### src/rtl/button_press_decoder_if.sv
// button_press_decoder_if: raw pin in, debounced level and event strobes out.
interface button_press_decoder_if;
  logic btn_raw;
  logic btn_level;
  logic press_pulse;
  logic release_pulse;
  logic short_press_pulse;
  logic long_press_pulse;
  modport master (
    output btn_raw,
    input  btn_level, press_pulse, release_pulse, short_press_pulse, long_press_pulse
  );
  modport slave (
    input  btn_raw,
    output btn_level, press_pulse, release_pulse, short_press_pulse, long_press_pulse
  );
endinterface

### src/rtl/button_press_decoder.sv
// button_press_decoder: synchronizes, debounces and times a pushbutton into clean one-cycle events.
module button_press_decoder #(
  parameter int unsigned DEBOUNCE_CYCLES = 960_000,
  parameter int unsigned LONG_CYCLES     = 48_000_000,
  parameter bit          ACTIVE_LOW      = 1'b1
) (
  input logic                  clk,
  input logic                  reset_n,
  button_press_decoder_if.slave btn
);
  localparam int DW = $clog2(DEBOUNCE_CYCLES + 1);
  localparam int HW = $clog2(LONG_CYCLES + 1);
  localparam logic [DW-1:0] DEB_LAST  = DW'(DEBOUNCE_CYCLES - 1);
  localparam logic [HW-1:0] HOLD_LAST = HW'(LONG_CYCLES - 1);
  localparam logic [HW-1:0] HOLD_MAX  = HW'(LONG_CYCLES);
  typedef enum logic [2:0] {RELEASED, PRESS_PEND, PRESSED, LONG_HELD, REL_PEND_S, REL_PEND_L} state_t;
  state_t        r_state, w_state_n;
  logic [1:0]    r_sync;
  logic [DW-1:0] r_deb_cnt, w_deb_n;
  logic [HW-1:0] r_hold_cnt, w_hold_n;
  logic          r_ev_press, r_ev_rel, r_ev_short, r_ev_long;
  logic          w_ev_press, w_ev_rel, w_ev_short, w_ev_long;
  logic          r_btn_level, r_press, r_rel, r_short, r_long;
  logic          w_p, w_held;
  assign w_p    = r_sync[1] ^ ACTIVE_LOW;
  assign w_held = r_state inside {PRESSED, LONG_HELD, REL_PEND_S, REL_PEND_L};
  always_comb begin
    w_state_n  = r_state;
    w_deb_n    = r_deb_cnt;
    w_hold_n   = r_hold_cnt;
    w_ev_press = 1'b0;
    w_ev_rel   = 1'b0;
    w_ev_short = 1'b0;
    w_ev_long  = 1'b0;
    case (r_state)
      RELEASED: if (w_p) begin
        w_state_n = PRESS_PEND;
        w_deb_n   = DW'(1);
      end
      PRESS_PEND: if (!w_p) begin
        w_state_n = RELEASED;
        w_deb_n   = '0;
      end else if (r_deb_cnt == DEB_LAST) begin
        w_state_n  = PRESSED;
        w_deb_n    = '0;
        w_hold_n   = '0;
        w_ev_press = 1'b1;
      end else w_deb_n = r_deb_cnt + DW'(1);
      PRESSED: begin
        w_hold_n = (r_hold_cnt == HOLD_MAX) ? r_hold_cnt : r_hold_cnt + HW'(1);
        // the long threshold outranks a simultaneous release edge
        if (r_hold_cnt == HOLD_LAST) begin
          w_state_n = LONG_HELD;
          w_ev_long = 1'b1;
        end else if (!w_p) begin
          w_state_n = REL_PEND_S;
          w_deb_n   = DW'(1);
        end
      end
      LONG_HELD: if (!w_p) begin
        w_state_n = REL_PEND_L;
        w_deb_n   = DW'(1);
      end
      REL_PEND_S, REL_PEND_L: if (w_p) begin
        w_state_n = (r_state == REL_PEND_S) ? PRESSED : LONG_HELD;
        w_deb_n   = '0;
      end else if (r_deb_cnt == DEB_LAST) begin
        w_state_n  = RELEASED;
        w_deb_n    = '0;
        w_hold_n   = '0;
        w_ev_rel   = 1'b1;
        w_ev_short = (r_state == REL_PEND_S);
      end else w_deb_n = r_deb_cnt + DW'(1);
      default: w_state_n = RELEASED;
    endcase
  end
  always_ff @(posedge clk or negedge reset_n) begin
    if (!reset_n) begin
      r_sync      <= {2{ACTIVE_LOW}};
      r_state     <= RELEASED;
      r_deb_cnt   <= '0;
      r_hold_cnt  <= '0;
      r_ev_press  <= 1'b0;
      r_ev_rel    <= 1'b0;
      r_ev_short  <= 1'b0;
      r_ev_long   <= 1'b0;
      r_btn_level <= 1'b0;
      r_press     <= 1'b0;
      r_rel       <= 1'b0;
      r_short     <= 1'b0;
      r_long      <= 1'b0;
    end else begin
      r_sync      <= {r_sync[0], btn.btn_raw};
      r_state     <= w_state_n;
      r_deb_cnt   <= w_deb_n;
      r_hold_cnt  <= w_hold_n;
      r_ev_press  <= w_ev_press;
      r_ev_rel    <= w_ev_rel;
      r_ev_short  <= w_ev_short;
      r_ev_long   <= w_ev_long;
      r_btn_level <= w_held;
      r_press     <= r_ev_press;
      r_rel       <= r_ev_rel;
      r_short     <= r_ev_short;
      r_long      <= r_ev_long;
    end
  end
  assign btn.btn_level         = r_btn_level;
  assign btn.press_pulse       = r_press;
  assign btn.release_pulse     = r_rel;
  assign btn.short_press_pulse = r_short;
  assign btn.long_press_pulse  = r_long;
endmodule
### src/flat_wrapper.sv
// flat-port wrapper written by rule: the top's interface ports become plain ports
module button_press_decoder_flat 
#(
  parameter int unsigned DEBOUNCE_CYCLES = 960_000,
  parameter int unsigned LONG_CYCLES     = 48_000_000,
  parameter bit          ACTIVE_LOW      = 1'b1
)
  (clk, reset_n, btn_btn_raw, btn_btn_level, btn_press_pulse, btn_release_pulse, btn_short_press_pulse, btn_long_press_pulse);
  button_press_decoder_if btn_i ();
  input logic clk;
  input logic reset_n;
  input wire logic [$bits(btn_i.btn_raw)-1:0] btn_btn_raw;
  output wire logic [$bits(btn_i.btn_level)-1:0] btn_btn_level;
  output wire logic [$bits(btn_i.press_pulse)-1:0] btn_press_pulse;
  output wire logic [$bits(btn_i.release_pulse)-1:0] btn_release_pulse;
  output wire logic [$bits(btn_i.short_press_pulse)-1:0] btn_short_press_pulse;
  output wire logic [$bits(btn_i.long_press_pulse)-1:0] btn_long_press_pulse;
  assign btn_i.btn_raw = btn_btn_raw;
  assign btn_btn_level = btn_i.btn_level;
  assign btn_press_pulse = btn_i.press_pulse;
  assign btn_release_pulse = btn_i.release_pulse;
  assign btn_short_press_pulse = btn_i.short_press_pulse;
  assign btn_long_press_pulse = btn_i.long_press_pulse;
  button_press_decoder #(.DEBOUNCE_CYCLES(DEBOUNCE_CYCLES), .LONG_CYCLES(LONG_CYCLES), .ACTIVE_LOW(ACTIVE_LOW)) u_core (.clk(clk), .reset_n(reset_n), .btn(btn_i));
endmodule
### config.mk
export PLATFORM = sky130hd
export DESIGN_NAME = button_press_decoder_flat
export DESIGN_NICKNAME = d
export VERILOG_FILES = /design/src/rtl/button_press_decoder_if.sv /design/src/rtl/button_press_decoder.sv /design/src/flat_wrapper.sv
export SDC_FILE = /design/constraint.sdc
export NUM_CORES = 1
export LEC_CHECK = 0
export CAP_MARGIN = 20
export CORE_UTILIZATION = 30
export CTS_CLUSTER_SIZE = 20
export DETAILED_ROUTE_END_ITERATION = 10
export GPL_TIMING_DRIVEN = 0
export PLACE_DENSITY_LB_ADDON = 0.1
export SYNTH_ARGS = -nofsm -noshare
export SYNTH_HDL_FRONTEND = slang
export SYNTH_SLANG_ARGS = --single-unit
### constraint.sdc
create_clock -name clk -period 3.9 [get_ports clk]
set_clock_uncertainty 0.15 [all_clocks]
set_input_delay 0.78 -clock clk [delete_from_list [all_inputs] [get_ports clk]]
set_output_delay 0.78 -clock clk [all_outputs]
set_load 0.02 [all_outputs]
Word level (Yosys, flattened, before mapping)
Cells that the tools add are included.
{"block": "classes", "n_addsub": 2, "eq_ne": 17, "muxes": 32, "reduce_logical": 8}
{"op": "two-way mux 20 bit", "count": 6}
{"op": "two-way mux 26 bit", "count": 4}
{"op": "one-hot mux 20 bit (5 select lines)", "count": 1}
{"op": "one-hot mux 26 bit (3 select lines)", "count": 1}
{"op": "equality test 26 bit, second input constant", "count": 2}
{"op": "adder 26 x 1 -> 26 bit, second input constant", "count": 1}
{"op": "two-way mux 3 bit", "count": 8}
{"op": "adder 20 x 1 -> 20 bit, second input constant", "count": 1}
{"op": "equality test 20 bit, second input constant", "count": 1}
{"op": "one-hot mux 3 bit (5 select lines)", "count": 1}
{"op": "two-way mux 1 bit", "count": 11}
{"op": "inequality test 2 bit, second input constant", "count": 4}
{"op": "equality test 3 x 2 -> 1 bit, second input constant", "count": 2}
{"op": "equality test 3 bit, second input constant", "count": 2}
{"op": "AND reduction 5 bit", "count": 1}
{"op": "nonzero test 5 bit", "count": 1}
{"op": "inequality test 2 x 1 -> 1 bit, second input constant", "count": 2}
{"op": "AND reduction 4 bit", "count": 1}
{"op": "nonzero test 4 bit", "count": 1}
{"op": "equality test 3 x 1 -> 1 bit, second input constant", "count": 1}
{"op": "logical NOT 3 bit", "count": 1}
{"op": "inequality test 3 x 1 -> 1 bit, second input constant", "count": 1}
{"op": "inequality test 3 x 2 -> 1 bit, second input constant", "count": 1}
{"op": "inequality test 3 bit, second input constant", "count": 1}
{"op": "3 further kinds", "count": 3}
{"block": "totals", "regBits": 60, "in_bits": 3, "output_inout_bits": 5}

Longest topological paths before layout
Gate-level depths: netlist of the first run.
{"block": "logic_depth", "word_depth": 4, "ltp_mapped": 8}

Least setup slack after synthesis of the first run
Ideal clock, no wire load.
{"block": "synth_timing", "path_type": "register to register", "startpoint": "reg u_core.r_hold_cnt[17]", "endpoint": "reg u_core.r_hold_cnt[2]", "setup_time_ps": 124, "arrival_ps": 2122, "setup_slack_ps": 1504, "path_stages_with_launch": 7, "n_path_buf": 1, "synth_period_minus_slack_ps": 2396, "path_cell_list": "dfrtp_1 or4b_1 or4_4 buf_6 o21ai_4 nor3b_1 a211o_1"}
{"block": "synth_between", "elab_chain_len": 3}
{"element": "from (decl)", "line_no": "button_press_decoder.sv:20", "rtl": "logic [HW-1:0] r_hold_cnt, w_hold_n;"}
{"element": "from (signal assigned)", "line_no": "button_press_decoder.sv:96", "rtl": "r_hold_cnt <= w_hold_n;"}
{"element": "equality test 26 bit", "line_no": "button_press_decoder.sv:50", "rtl": "w_hold_n = (r_hold_cnt == HOLD_MAX) ? r_hold_cnt : r_hold_cnt + HW'(1);"}
{"element": "inequality test 2 bit (no source line)"}
{"element": "AND reduction 4 bit (no source line)"}
Every way passes these cells.
A chain may end at the register's enable or synchronous reset.

Worst setup path in the final report of the first run
{"block": "layout_timing", "startpoint": "reg u_core.r_deb_cnt[0]", "endpoint": "reg u_core.r_deb_cnt[7]"}
{"block": "layout_between", "elab_chain_len": 4, "elab_cells_between_ends": 6}
{"element": "from (decl)", "line_no": "button_press_decoder.sv:19", "rtl": "logic [DW-1:0] r_deb_cnt, w_deb_n;"}
{"element": "from (signal assigned)", "line_no": "button_press_decoder.sv:95", "rtl": "r_deb_cnt <= w_deb_n;"}
{"element": "adder 20 x 1 -> 20 bit / equality test 20 bit (equally long branches)"}
{"element": "two-way mux 20 bit (*)", "line_no": "button_press_decoder.sv:43, button_press_decoder.sv:67"}
{"element": "two-way mux 20 bit (on tied branches)", "line_no": "button_press_decoder.sv:64, button_press_decoder.sv:40"}
{"element": "one-hot mux 20 bit (5 select lines) (*)", "line_no": "button_press_decoder.sv:35", "rtl": "case (r_state)"}
Every way passes the cells marked *; elsewhere a longest branch is shown, timed or not.

==> results.md, run 1 <==
- Vias in the first global route: 2704
- Fin crit period: between 2 and 3 ns
- Antenna-violating nets left: 0
- RD Place Congestion: between 0.7 and 0.8
- RSZ-0062 raised after global routing: no
- Largest net degree at the start of global routing: between 60 and 70
- Async SR Flop Fraction: between 90% and 100%
- Mapped cell area: around 3300 µm²
- WP data required: 3.99 ns
- Max-slew violations: 0
- Syn_area_per_cell: ~9.3 µm²
- Worst setup SP type: flip-flop
- Per-cell routed wire length: roughly 17 µm
- Power Dens Cells: about 320 nW/µm²
- Crit Path Class: reg -> reg
- Post-Synthesis Cells: 350
- CTS H-tree depth: 3
- Drt first pass iters: 4
- Tot GR Track Use: 16.63%
- Final core utilization: 35.17%
- Primary FF master, synth: dfrtp_1
- Synth area leader: dfrtp_1
- Post-synthesis mux area share: 0%
- Vias: approximately 2800
- F_max: between 300 and 400 MHz
- Effective utilization at floorplan: a little under a third
- Row cnt: 37
- Core ar.: between 10000 and 15000 µm²
- Top post-synthesis cells by area: dfrtp_1, nand3_1, nor2_1, o21ai_0, xor2_1
- Synth warn: 0
- Die Y: approximately 110 µm
- Synth Area in Compound Gates: 18.36%
- Seq cells post-synth: 60
- Port bufs: 7
- Part of the cycle the worst path needs: between 70% and 80%
- Outcome: completed
- Final setup viols: 0
- CTS resizes: 0
- Chip width: around 110 µm
- Number of synthesized flops with an enable pin: 0
- Post-synthesis simple-gate area fraction: between 20% and 30%
- Hpwl dp: 5735 µm
- Maximum fanout along the worst path: 10
- Initial antenna violation count: 0
- Clk sinks: 60
- P&R area growth vs syn: 12.23%
- Final Non-Filler Cells: between 500 and 600
- Placed Instances: ~490
- # Post-CTS Setup Buffers: 0
- Yosys cell types: 60
- IO Count: 8
- Place WS: 1.117 ns
- Drt drc: 0
- Hold crit path type: reg -> reg
- CTS tree: done
- Number of max-cap violations: 0
- Peak VDD IR: roughly 0.095 mV
- CTS Buf Count: 9
- Clock-pin slew on the worst setup and hold paths: ~0.070 ns
- Slew margin rel.: 40.11%
- Routed wire length: 8514 µm
- Synth Area in XOR/XNOR: between 3 and 4%
- Synth Area in Adders: roughly 1.1%
- Largest family of logic cells by synthesized area: simple AND/OR/NAND/NOR gates
- Routed vias/inst: between 5 and 6
- Post-route cell area: about 3700 µm²
- Syn nets: 356
- Longest Clk Path Bufs: 2
- Setup ws final: 1.115 ns
- Share of layout cells above drive strength 1: under 10%
- Grt ovf: 0
- Worst Tran Pin Value: 0.8923 ns
- Diodes inserted: 0
- Root Buffer: clkbuf_8
- Yosys top cell area share: approximately 44%
- Nature of the critical path endpoint: flip-flop
- Sequential-to-total area share from yosys stat: roughly 46%
- Layout Nets: roughly 380
- DRT iter0 DRCs: ~120
- Post-DP Area: 3502 µm²
- DIE AREA: approximately 11000 µm²
- Worst reg-to-reg setup slack: 1.11 ns
- Cts-stage hold buffer count: 0
- Final Hold Viols: 0
- Crit path arrival time: 2.87 ns
- Pleak: 1.470 nW
- Worst skew pair latency: between 0.3 and 0.4 ns
- First-pass GRT wire length: between 10000 and 15000 µm
[through the flow]
step	setup TNS, ns	power, mW	hold WS [ns]
floorplan	0	0.6634	0.1812
global route	0	1.218	0.2099
global placement	-17.24	0.6882	0.1823
finish	0	1.161	0.2013
detailed placement	0	0.6879	0.1918
CTS	0	1.178	0.1991
[worst max-delay path, stage by stage (launching register included)]
cell	delay, ns
dfrtp_1	0.41
ha_1	0.21
nand3_1	0.17
or2_2	0.33
clkbuf_1	0.18
o21ai_1	0.74
o21ai_0	0.21
a22o_1	0.27
[sequential cells by signal (all words and copies together) (netlist names)]
signal,count
u_core.btn.btn_level,1
u_core.btn.long_press_pulse,1
u_core.btn.press_pulse,1
u_core.btn.release_pulse,1
u_core.btn.short_press_pulse,1
u_core.r_deb_cnt,20
u_core.r_ev_long,1
u_core.r_ev_press,1
u_core.r_ev_rel,1
u_core.r_ev_short,1
u_core.r_hold_cnt,26
u_core.r_state,3
u_core.r_sync,2
[cells by family (layout without fill, tap and decap cells)]
logic type,count (synthesis),after routing
xor+xnor,13,13
buf+inv,23,45
fa+ha+maj,3,3
compound gates,90,90
flops,60,60
simple gates,161,161
[routing by layer]
| layer | track usage, % | wire [µm] |
|---|---|---|
| met1 | 24.21 | 4410 |
| met2 | 23.84 | 3703 |
| met5 | 0 | 0 |
| met3 | 3.495 | 299 |
| met4 | 6.548 | 101 |
[final timing paths]
path                                          start  cells after the start                endpoint
worst max-delay path            u_core.r_deb_cnt[0]                      7     u_core.r_deb_cnt[7]
worst min-delay path              u_core.r_ev_press                      0  u_core.btn.press_pulse
worst max register to register  u_core.r_deb_cnt[0]                      7     u_core.r_deb_cnt[7]
worst min register to register    u_core.r_ev_press                      0  u_core.btn.press_pulse
max in group asynchronous                   reset_n                      1     u_core.r_deb_cnt[5]
min in group asynchronous                   reset_n                      1     u_core.r_deb_cnt[3]
[cell type report]
class	count	area, µm²
buffer	18	82.58
fill	1081	6753
sequential	60	1504
tap	136	170.2
clock inverter	3	15.01
timing repair buffer	8	72.57
inverter	5	18.77
multi-input combinational	267	1659
clock buffer	11	141.4
[where the power goes]
group	total (mW)	switching [mW]	leakage, nW	internal [mW]
sequential	0.633	0.00524	0.826	0.628
clock	0.486	0.249	0.0848	0.238
combinational	0.0423	0.0311	0.558	0.0112
total	1.16	0.285	1.47	0.876
[Yosys cell counts (5+ instances only)]
cell type / n
xor2_1: 11
or3_1: 5
a21oi_1: 15
clkbuf_1: 12
and3_1: 13
dfrtp_1: 58
nor4_1: 8
o21ai_0: 21
inv_1: 5
a31oi_1: 13
a22o_1: 5
nor3_1: 13
nand3_1: 26
nand4_1: 12
nor2_1: 32
nand2_1: 16
[cell usage in the layout, fill, tap and decap left out, types with 4 or more instances in the layout]
cell type and instances:
a21oi_1 15, a22o_1 5, a31oi_1 13, and3_1 13, buf_2 4, clkbuf_1 13
clkbuf_8 10, clkdlybuf4s50_1 6, dfrtp_1 58, inv_1 5, nand2_1 16, nand2b_1 4
nand3_1 26, nand4_1 12, nor2_1 32, nor3_1 13, nor4_1 8, o2111ai_1 4
o21ai_0 21, o21ai_1 4, o31ai_1 4, or3_1 5, xor2_1 11
(Power assumes the default switching activity.)
==> run 2: changes to the inputs <==
==> constraint.sdc (replaced) <==
create_clock -name clk -period 2.6 [get_ports clk]
set_clock_uncertainty 0.15 [all_clocks]
set_input_delay 0.52 -clock clk [delete_from_list [all_inputs] [get_ports clk]]
set_output_delay 0.52 -clock clk [all_outputs]
set_load 0.02 [all_outputs]
==> results.md, run 2 (synthesis results as in run 1) <==
- Place WS: -0.1831 ns
- Cts-stage hold buffer count: 0
- Largest net degree at the start of global routing: between 60 and 70
- Effective utilization at floorplan: between 30% and 40%
- Grt ovf: 0
- Worst reg-to-reg setup slack: between 0.07 and 0.08 ns
- First-pass GRT wire length: 14390 µm
- Fin crit period: roughly 2.5 ns
- Max-slew violations: 0
- Clock-pin slew on the worst setup and hold paths: approximately 0.07 ns
- Hold crit path type: in -> async
- Worst Tran Pin Value: between 0.7 and 0.8 ns
- Vias: 2861
- Placed Instances: 493
- Layout Nets: roughly 380
- Total power: approximately 1.7 mW
- Outcome: completed
- Hpwl dp: 5735 µm
- Row cnt: 37
- Leading cell type in the layout, fill and taps excluded: dfrtp_1
- Routed vias/inst: 5.610
- Routed wire length: around 8500 µm
- Chip width: ~110 µm
- Maximum fanout along the worst path: 10
- Crit Path Class: reg -> reg
- Max reg flops: 26
- Final setup viols: 0
- Slew margin rel.: ~48%
- RSZ-0062 raised after global routing: yes
- Pleak: approximately 1.5 nW
- Share of layout cells above drive strength 1: about 12%
- Per-cell routed wire length: roughly 17 µm
- Worst setup SP type: flip-flop
- Reg with most FFs: u_core.r_hold_cnt
- Vias in the first global route: between 2000 and 3000
- Nature of the critical path endpoint: flip-flop
- Core ar.: between 10000 and 15000 µm²
- Hold slack: 0.09296 ns
- Diodes inserted: 0
- Crit path arrival time: approximately 2.6 ns
- Port bufs: 7
- FF-to-FF End: u_core.r_hold_cnt[2]
- Number of max-cap violations: 0
- IO Count: 8
- Peak VDD IR: roughly 0.14 mV
- Root Buffer: clkbuf_8
- Final Non-Filler Cells: 510
- Tot GR Track Use: between 15 and 20%
- WP data required: 2.68 ns
- DIE AREA: between 10000 and 15000 µm²
- Antenna-violating nets left: 0
- Commonest non-fill, non-tap cells in the layout: dfrtp_1, nor2_1, nand3_1
- Final Hold Viols: 0
- Initial antenna violation count: 0
- P&R area growth vs syn: 14.57%
- Drt first pass iters: 5
- CTS Buf Count: 9
- Die Y: approximately 110 µm
- Part of the cycle the worst path needs: 97.15%
- Clk sinks: 60
- Setup ws final: 0.07422 ns
- Longest Clk Path Bufs: 2
- Worst Reg2Reg Path Length in Cells: 6
- Worst skew pair latency: around 0.35 ns
- FF-to-FF Start: u_core.r_hold_cnt[17]
- Power Dens Cells: roughly 460 nW/µm²
- RD Place Congestion: around 0.77
- Drt drc: 0
- DRT iter0 DRCs: ~140
- CTS H-tree depth: 3
- F_max: approximately 400 MHz
- CTS tree: done
- Biggest regs: u_core.r_hold_cnt (26), u_core.r_deb_cnt (20), u_core.r_state (3)
-- run 2: how the worst max path moves through the flow --
stage | startpoint | endpoint | slack [ns] | cells past startpoint
2_1_floorplan | u_core.r_hold_cnt[17] | u_core.r_hold_cnt[2] | 0.20 | 6
3_3_place_gp | reset_n | u_core.r_hold_cnt[21] | -1.34 | 1
3_5_place_dp | u_core.r_hold_cnt[3] | u_core.r_hold_cnt[16] | -0.18 | 6
4_1_cts | u_core.r_hold_cnt[17] | u_core.r_hold_cnt[2] | 0.001 | 6
5_1_grt | u_core.r_deb_cnt[0] | u_core.r_deb_cnt[5] | -0.02 | 7
6_report | u_core.r_hold_cnt[17] | u_core.r_hold_cnt[2] | 0.07 | 6
-- run 2: per-stage QoR --
stage,TNS (ns),utilization [%],area [µm²]
6_report,0,35.90,3740
5_1_grt,-0.05563,35.90,3740
4_1_cts,0,35.41,3689
3_5_place_dp,-1.202,33.62,3502
3_3_place_gp,-79.84,33.65,3505
2_1_floorplan,0,-,3264
-- run 2: what timing repair did --
action / in CTS / in global routing
resized for setup: 4 / 12
pin swaps: 1 / 1
buffers inserted: 2 / 2
endpoints found under the setup margin: 22 / 37
-- run 2: critical path, cell delays in order, from the launching register on --
cell     delay, ns
dfrtp_1       0.41
or4b_1        0.56
or4_4         0.56
buf_6         0.18
o21ai_4       0.20
nor3b_1       0.08
a211o_1       0.27
-- run 2: power breakdown --
group / internal [mW] / leakage, nW / switching [mW]
registers: 0.941 / 0.825 / 0.00762
logic: 0.0184 / 0.584 / 0.0469
clock network: 0.356 / 0.0848 / 0.368
total: 1.32 / 1.49 / 0.422
-- run 2: layout make-up --
cell class              instances  area (µm²)
fillers                      1068        6676
multi-input cells             267        1708
flip-flops and latches         60        1505
well taps                     136       170.2
clock buffers                  11       141.4
repair buffers                 11       97.59
plain buffers                  17       83.83
inverters                       5       18.77
clock inverters                 3       15.01
-- run 2: metal layers --
metal	GRT usage (%)	wire length (µm)	vias to the layer above
li1	-	-	1371
met1	24.21	4357	1415
met2	23.98	3653	63
met3	3.495	335	12
met4	6.548	146	0
met5	0	0	-
==> run 3: changes to the inputs <==
--- a/config.mk
+++ b/config.mk
@@ -5,6 +5,7 @@
 export SDC_FILE = /design/constraint.sdc
 export NUM_CORES = 1
 export LEC_CHECK = 0
+export ABC_AREA = 1
 export CAP_MARGIN = 20
 export CORE_UTILIZATION = 30
 export CTS_CLUSTER_SIZE = 20
==> constraint.sdc (replaced) <==
create_clock -name clk -period 2.3 [get_ports clk]
set_clock_uncertainty 0.15 [all_clocks]
set_input_delay 0.46 -clock clk [delete_from_list [all_inputs] [get_ports clk]]
set_output_delay 0.46 -clock clk [all_outputs]
set_load 0.02 [all_outputs]
==> results.md, run 3 <==
- Post-synthesis mux area share: 0%
- Yosys cell types: 39
- CTS Buf Count: 9
- Nature of the critical path endpoint: flip-flop
- P&R area growth vs syn: 14.05%
- Post-Synthesis Cells: 567
- Multi-input gate area: between 2000 and 2500 µm²
- Final Hold Viols: 0
- Final setup viols: 0
- Synth Area in Compound Gates: roughly 5.8%
- Crit path buf inv count: 2
- RD Place Congestion: between 0.8 and 0.9
- Syn nets: 573
- Drt drc: 0
- Outcome: completed
- CP delay by family, top: simple AND/OR/NAND/NOR gates
- Port bufs: 7
- Number of max-cap violations: 0
- Crit path cell chain: ha_1 > nand3_2 > inv_2 > nand2_4 > nor2_4 > nand3_4 > nand2_4 > buf_8 > nand2_1 > nand3_1
- Max-slew violations: 0
- Diodes inserted: 0
- Chip width: 116.8 µm
- Worst skew pair latency: 0.34 ns
- Layout Nets: between 500 and 600
- Initial antenna violation count: 0
- Vias: between 3000 and 4000
- Peak VDD IR: ~0.4 mV
- Worst setup SP type: flip-flop
- DIE AREA: ~14000 µm²
- F_max: approximately 470 MHz
- Yosys top cell area share: a little under two fifths
- Reg with most FFs: u_core.r_hold_cnt
- Async SR Flop Fraction: between 90% and 100%
- Slew margin rel.: 45.18%
- WP data required: ~2.4 ns
- Per-cell routed wire length: ~14 µm
- Routed vias/inst: 4.794
- Share of layout cells above drive strength 1: between 10 and 15%
- Sequential-to-total area share from yosys stat: approximately two fifths
- Largest family of logic cells by synthesized area: simple AND/OR/NAND/NOR gates
- FILL cells: between 1000 and 1500
- IO Count: 8
- FF-to-FF End: u_core.r_deb_cnt[10]
- Antenna-violating nets left: 0
- Most Crowded Layer GR: met1
- Critical path's most frequent cell: nand2_4
- Max stage delay on crit path: about 0.4 ns
- Leading cell type in the layout, fill and taps excluded: nand2_1
- Core ar.: around 13000 µm²
- Top post-synthesis cells by area: dfrtp_1, nand2_1, nand3_1, nor2_1, inv_1
- DRT iter0 DRCs: 340
- Die Y: between 100 and 150 µm
- Place WS: -0.07221 ns
- Root Buffer: clkbuf_16
- Register area: about 1500 µm²
- Synth Area in XOR/XNOR: 4.650%
- RSZ-0062 raised after global routing: no
- Synth top cells by count: nand2_1, nand3_1, nor2_1
- Max reg flops: 26
- Hpwl dp: about 8000 µm
- Clock-pin slew on the worst setup and hold paths: roughly 0.05 ns
- Mapped cell area: between 3000 and 4000 µm²
- Worst reg-to-reg setup slack: between 0.15 and 0.2 ns
- Fin crit period: 2.143 ns
- Synth warn: 0
- Met3 usage: roughly 3.5%
- Hold crit path type: in -> async
- Vias in the first global route: 3385
- Synth area leader: dfrtp_1
- Effective utilization at floorplan: a little under a third
- Maximum fanout along the worst path: 10
- Crit Path Class: reg -> reg
- Pleak: around 1.9 nW
- Synth Area in Adders: 0.9491%
- CTS tree: done
- Worst Reg2Reg Path Length in Cells: 10
- Tot GR Track Use: between 10% and 20%
- First-pass GRT wire length: ~18000 µm
- Power Dens Cells: around 760 nW/µm²
- Biggest regs: u_core.r_hold_cnt (26), u_core.r_deb_cnt (20), u_core.r_state (3)
- Crit path arrival time: around 2.3 ns
- Row cnt: about 40
- Routed wire length: approximately 11000 µm
- Largest net degree at the start of global routing: between 60 and 70
- Syn_area_per_cell: approximately 7 µm²
- Slowest-stage cell, CP: dfrtp_1
- Number of synthesized flops with an enable pin: 0
- TNS Setup: 0 ns
- Longest Clk Path Bufs: 2
- Setup ws final: between 0.15 and 0.2 ns
- Grt ovf: 0
- Count leader, synth: nand2_1
- Worst Tran Pin Value: ~0.82 ns
- Part of the cycle the worst path needs: slightly above 90%
- M1 GR Usage: 26.41%
- Seq cells post-synth: 60
- CTS H-tree depth: 3
- Clk sinks: 60
- FF-to-FF Start: u_core.r_hold_cnt[1]
- Drt first pass iters: 6
- Primary FF master, synth: dfrtp_1
- Commonest non-fill, non-tap cells in the layout: nand2_1, nor2_1, nand3_1
- Met2 Use GR: 23.67%
- Post-synthesis simple-gate area fraction: roughly 43%
==> run 3: changes by cell type after synthesis, sizes merged, moves of 12 or more <==
cell   before  now
nand2      17  179
nor2       33   82
inv         5   58
nand3      26   80
a21oi      15    3
and3       13    0
==> run 3: layout make-up <==
type	instances	share of cell area [%]
Multi-Input combinational cell	434	47.57
Sequential cell	60	33.37
Clock buffer	12	5.243
Inverter	60	5.076
Tap cell	172	4.771
Buffer	13	1.969
Timing Repair Buffer	8	1.664
Clock inverter	3	0.3329
==> run 3: repair_timing <==
item,4_1_cts,5_1_grt
buffers inserted,0,1
resized for setup,1,3
hold buffers,0,0
endpoints found under the setup margin,3,29
==> run 3: worst reg2reg max path, stage by stage, from the launching register on <==
cell and delay, ns:
dfrtp_1 0.40, ha_1 0.29, nand3_2 0.16, inv_2 0.14, nand2_4 0.10, nor2_4 0.16
nand3_4 0.16, nand2_4 0.21, buf_8 0.16, nand2_1 0.06, nand3_1 0.08
==> run 3: worst max-delay path by stage <==
| stage | cells after the start | startpoint | slack (ns) | to |
|---|---|---|---|---|
| 6_report | 10 | u_core.r_hold_cnt[1] | 0.16 | u_core.r_deb_cnt[10] |
| 5_1_grt | 10 | u_core.r_hold_cnt[1] | 0.01 | u_core.r_deb_cnt[10] |
| 4_1_cts | 11 | u_core.r_deb_cnt[0] | 0.02 | u_core.r_deb_cnt[5] |
| 3_5_place_dp | 8 | u_core.r_deb_cnt[0] | -0.07 | u_core.r_deb_cnt[7] |
| 3_3_place_gp | 1 | reset_n | -1.64 | u_core.r_deb_cnt[10] |
| 2_1_floorplan | 11 | u_core.r_deb_cnt[0] | 0.44 | u_core.r_hold_cnt[20] |
==> run 3: cells by family (layout without fill, tap and decap cells) <==
kind of cell	count (synthesis)	after routing
buf+inv	73	96
flops	60	60
compound gates	36	36
xor+xnor	21	21
fa+ha+maj	3	3
simple gates	374	374
==> run 3: stage by stage <==
step / std cells / power, mW / area [µm²] / util [%] / hold WS (ns)
2_1_floorplan: 567 / 1.911 / 3955 / - / 0.01441
3_3_place_gp: 746 / 2.226 / 4240 / 33.33 / 0.1812
3_5_place_dp: 746 / 2.233 / 4238 / 33.31 / 0.1889
4_1_cts: 761 / 3.458 / 4494 / 35.33 / 0.1181
5_1_grt: 762 / 3.647 / 4511 / 35.45 / 0.1511
6_report: 762 / 3.413 / 4511 / 35.45 / 0.07590
==> run 3: routing by layer <==
layer	share of wire (%)	routed length, µm
met5	0	0
met4	2.0	216
met3	4.6	489
met2	39	4181
met1	54	5698
==> run 3: where the power goes <==
group	internal, mW	switching [mW]	total, mW
clock	0.717	0.477	1.19
sequential	1.12	0.0644	1.18
combinational	0.289	0.746	1.04
total	2.13	1.29	3.41
